<file path="src/rtl/pipeline_collect.sv">
// pipeline_collect
// ----------------
// Join stage for N independent valid/ready producer lanes. Each lane
// deposits one item into its own holding register, in any order and at any
// time. Once every lane holds an item, the N items leave together as one
// combined beat on a single valid/ready output.
//
// Ports:
//   clk      rising-edge clock for all state
//   rst      synchronous, active-high reset; clears every lane
//   i_valid  [N]        lane i offers i_data[i]
//   i_ready  [N]        lane i may be accepted this cycle
//   i_data   [N][DW]    per-lane payload
//   o_valid             combined beat available
//   o_ready             consumer accepts the combined beat
//   o_data   [N*DW]     lane i occupies bits [i*DW +: DW]

module pipeline_collect #(
    parameter int N  = 2,
    parameter int DW = 32
) (
    input  logic              clk,
    input  logic              rst,
    input  logic [N-1:0]      i_valid,
    output logic [N-1:0]      i_ready,
    input  logic [DW-1:0]     i_data [N],
    output logic              o_valid,
    input  logic              o_ready,
    output logic [N*DW-1:0]   o_data
);

    logic [N-1:0]  held;
    logic [DW-1:0] lane_buf [N];
    logic          fire;

    // The beat is complete only once every lane has delivered; this depends
    // on registered state alone, never on the incoming valids.
    assign o_valid = &held;
    assign fire    = o_valid & o_ready;

    // A lane slot is free when empty, or when it is being emptied by a fire
    // on this very edge. The o_ready -> i_ready path is what allows one beat
    // per cycle when every lane streams.
    assign i_ready = rst ? '0 : (~held | {N{fire}});

    genvar g;
    generate
        for (g = 0; g < N; g++) begin : g_out
            assign o_data[g*DW +: DW] = lane_buf[g];
        end
    endgenerate

    // A capture on the fire edge wins over the clear, so the new item stays
    // held and belongs to the next beat. Reset discards partial collections.
    always_ff @(posedge clk) begin
        if (rst) begin
            held <= '0;
            for (int i = 0; i < N; i++) begin
                lane_buf[i] <= '0;
            end
        end else begin
            for (int i = 0; i < N; i++) begin
                if (i_valid[i] && i_ready[i]) begin
                    lane_buf[i] <= i_data[i];
                    held[i]     <= 1'b1;
                end else if (fire) begin
                    held[i] <= 1'b0;
                end
            end
        end
    end

endmodule

</file>
<file path="config.mk">
export PLATFORM = sky130hd
export DESIGN_NAME = pipeline_collect
export DESIGN_NICKNAME = d
export VERILOG_FILES = /design/src/rtl/pipeline_collect.sv
export SDC_FILE = /design/constraint.sdc
export NUM_CORES = 1
export LEC_CHECK = 0
export CAP_MARGIN = 20
export CORE_UTILIZATION = 40
export DETAILED_ROUTE_END_ITERATION = 7
export PLACE_DENSITY = 0.76
export SLEW_MARGIN = 20
export SYNTH_ARGS = -nofsm -noshare
export SYNTH_HDL_FRONTEND = slang
export SYNTH_SLANG_ARGS = --single-unit
export TNS_END_PERCENT = 20
</file>
<file path="constraint.sdc">
create_clock -name clk -period 1.75 [get_ports clk]
set_input_delay 0.175 -clock clk [delete_from_list [all_inputs] [get_ports clk]]
set_output_delay 0.175 -clock clk [all_outputs]
set_load 0.05 [all_outputs]
</file>
# Word-level counts from Yosys, hierarchy flattened
# Memory sizes are Yosys's and may differ from the RTL's.
# Cells that the tools add are included.
dict set report word_totals {
  register_bits 2
  ram_bits 64
  in_bits 69
  output_inout_bits 67
  memories 1
}
dict set report classes {
  muxes 14
  bitwise_logic 5
  n_reduce_logical 5
}
# memory depth width read_ports rd_clocked_by_memory_dff write_ports line
set mem_list {}
lappend mem_list {lane_buf 2 32 2 0 2 33} ;# logic [DW-1:0] lane_buf [N];
# operator count
set ops {}
lappend ops {{$mux 32} 2}
lappend ops {{$mux 1} 11}
lappend ops {{$reduce_bool 2->1} 2}
lappend ops {{$logic_and 1x1->1} 2}
lappend ops {{$mux 2} 1}
lappend ops {{$not 2->2} 1}
lappend ops {{$or 1x1->1} 2}
lappend ops {{$or 2x2->2} 1}
lappend ops {{$reduce_and 2->1} 1}
lappend ops {{$and 1x1->1} 1}

# Logic depth before layout (Yosys ltp)
# Gate-level depths: netlist of run 1.
dict set report logic_depth {
  word_depth 9
  mapped_depth 4
  mapped_depth_nobuf 2
}

# Least setup slack after synthesis of run 1
# Ideal clock, no wire load.
dict set report synth_timing {
  path_type {register -> register}
  startpoint {reg held[0]}
  endpoint {mem lane_buf[0][0], enable pin}
  setup_time_ns 0.388
  arrival_time_ns 1.228
  t_required_ns 1.362
  path_slack_ns 0.134
  stages_incl_launch_ff 3
  n_path_buf 0
  path_cell_list {dfxtp_1 a21bo_2 a21o_1}
}
# item line
set synth_rtl {}
lappend synth_rtl {{start, declared} 32} ;# logic [N-1:0] held;
lappend synth_rtl {{start signal, assigned} 57} ;# held <= '0;
lappend synth_rtl {{start signal, assigned by index} 65} ;# held[i] <= 1'b1;
lappend synth_rtl {{start signal, assigned by index} 67} ;# held[i] <= 1'b0;
lappend synth_rtl {{end, declared} 33}

==> results of run 1 <==
worst reg2reg max path, delay by kind of cell, from the launching register on:
family / cells / cell delay [ns]
buffers and inverters: 2 / 0.37
AO/OA/AOI/OAI: 2 / 0.39
flip-flops: 1 / 0.42
per-layer routing:
| metal | part of all wire (%) | GRT usage [%] |
|---|---|---|
| met5 | 0 | 0 |
| met1 | 39 | 22.62 |
| met2 | 51 | 33.39 |
| met4 | 1.3 | 7.459 |
| met3 | 8.7 | 6.187 |
kinds of logic (layout without fill, tap and decap cells):
family	count (synthesis)	in the layout	synth area share, %
AND/OR/NAND/NOR	131	131	26.66
buffers and inverters	44	170	6.879
flip-flops	66	66	53.66
AO/OA/AOI/OAI	72	72	12.80
cell type report:
cell class,count,area [µm²]
Fill cell,707,3471
Sequential cell,66,1962
Multi-Input combinational cell,203,1458
Inverter,2,7.507
Tap cell,108,135.1
Clock inverter,3,40.04
Clock buffer,13,138.9
Timing Repair Buffer,152,1594
power by group:
part	total (mW)	switching [mW]	internal [mW]
Clock	1.21	0.556	0.656
Sequential	1.96	0.0488	1.91
Combinational	1.46	0.889	0.574
worst max-delay path by stage:
stage / to
3_5_place_dp: lane_buf[0][17]$_SDFFCE_PN0P_
4_1_cts: i_ready[1]
3_3_place_gp: lane_buf[0][18]$_SDFFCE_PN0P_
2_1_floorplan: lane_buf[0][0]$_SDFFCE_PN0P_
6_report: o_data[27]
5_1_grt: o_data[0]
through the flow:
stage	setup slack (ns)	area [µm²]	util (%)
after global routing	0.01206	5335	60.59
after CTS	0.04854	5295	60.13
after global placement	0.04773	5116	58.10
after detailed placement	0.03903	5116	58.10
final	0.06171	5335	60.59
after floorplan	0.1338	3656	-
synthesized netlist by cell type:
cell type	instances	area, µm²
o22ai_1	64	400.4
a21o_1	2	15.01
inv_1	2	7.510
a21bo_2	2	20.02
and2_1	1	6.260
clkbuf_1	11	41.29
a21oi_1	2	10.01
buf_6	5	56.30
edfxtp_1	64	1922
nor2_1	2	7.510
buf_1	1	3.750
buf_2	17	85.08
clkbuf_2	1	5.000
buf_4	7	52.55
a21boi_2	2	22.52
dfxtp_1	2	40.04
nand3b_1	128	960.9
sequential cells by signal (all words and copies together), names as in the netlist:
name / cells
held: 2
lane_buf: 64
timing repair:
item,in CTS,in global routing
hold endpoints to repair,0,0
setup buffers,0,2
endpoints found under the setup margin,0,1
==> impl_metrics.tcl, run 1 <==
set metrics [dict create \
    grt_pass1_vias 2873 \
    io_buffers 135 \
    layout_min_cycle_time_ns 1.688 \
    worstPathCellList "clkdlybuf4s50_1" \
    grt_setup_unrepaired "no" \
    hold_class "primary input to register" \
    die-width_um 97.61 \
    io_pins 136 \
    root_buffer "clkbuf_8" \
    cap_violations 0 \
    power_mw 4.635 \
    start_util_pct 41.52 \
    skew_ns 0.003751 \
    critPathCaptureType "output pin" \
    n_antenna_cell 0 \
    slowest_stage "clkdlybuf4s50_1" \
    grt_start_max_net_pins 61 \
    max-vdd-ir-drop_mv 0.5210 \
    yosysSeqAreaShare_pct 53.66 \
    synth.avg_cell_area_um2 11.68 \
    min_from "rst" \
    num_rows 34 \
    htreeDepth 3 \
    final_cell_mix "128 x nand3b_1, 127 x clkdlybuf4s50_1, 64 x o22ai_1, 64 x edfxtp_1, 11 x buf_4" \
    drc 20 \
    crit_arrival_ns 1.51 \
    r2r-start "held[1]$_SDFFE_PP0P_" \
    worst_ep_required_time_ns 1.57 \
    start_kind "register" \
    cp_top_family "buffers and inverters" \
    wl_per_cell_um 17.13 \
    path_max_fanout 1 \
    r2r_slack_ns 0.32 \
    setup-tns-final_ns 0 \
    fin_nets 503 \
    fmax_ghz 0.5923 \
    netlist_instances 313 \
    cts-hold-fix-buffers 0 \
    dieArea_um2 9527 \
    run_status "complete, but fails checks" \
    clkTransAtPathRegs_ns 0.07 \
    fp.coreArea_um2 8806 \
    finalWirelength_um 9372 \
    detail-route-antenna-nets 0 \
    initialDrtViolationCount 187 \
    vias 3111 \
    dp.cells 528 \
    synth-seq-cells 66 \
    drive_gt1_share_pct 9.339 \
    clk_latency_ns 0.33 \
    slew-limit-headroom_pct 63.69 \
    hold-worst-slack_ns 0.2323 \
    r2r-end "lane_buf[0][27]$_SDFFCE_PN0P_" \
    globalplace.congestion 0.7594 \
    cts.sinks 66 \
    antenna_found_initial 0 \
    cp.depth 1 \
    reg2regPathDepth 4 \
    max_stage_delay_ns 0.81 \
    yosys.cell_types.count 17 \
    grt_first_pass_wirelength_um 14460 \
    syn-num-nets 382 \
    hold_end "held[1]$_SDFFE_PP0P_" \
    grt_overflow_total 0 \
    criticalPathCategory "register to output pin" \
    failed_checks "design-rule violations" \
    cts-resized-gates 0 \
    synthToLayoutAreaGrowth_pct 45.93 \
    leakage_nw 1.803 \
    final_common_cell "nand3b_1" \
    grt_usage_pct 19.46 \
    dpl.hpwl_um 6256 \
    ys_warn_count 0 \
    syn_area_um2 3656 \
    vias_per_cell 5.687 \
    fin_cells 547 \
    period_share_pct 96.47 \
    powerDensity_nw_per_um2 868.7 \
    cts_buffer_depth 2 \
    tightest_slew_ns 0.5430 \
    cts_tree "built" \
    worst-path-buf-inv 1 \
    cp-startpoint "lane_buf[0][27]$_SDFFCE_PN0P_" \
    die_h_um 97.61 \
    hold_violations 0 \
    hold_path_depth 2 \
    drtPass1Iterations 8 \
    setup_violations 0 \
    cts_buffers 9 \
    maxSlewViolCount 0 \
]
Power figures use the tool's default switching activity.
==> inputs of run 2 (changes only) <==
CTS_CLUSTER_DIAMETER = 60   (was unset)
==> results of run 2 <==
The final DEF is identical to that of run 1; final timing and power are the same.
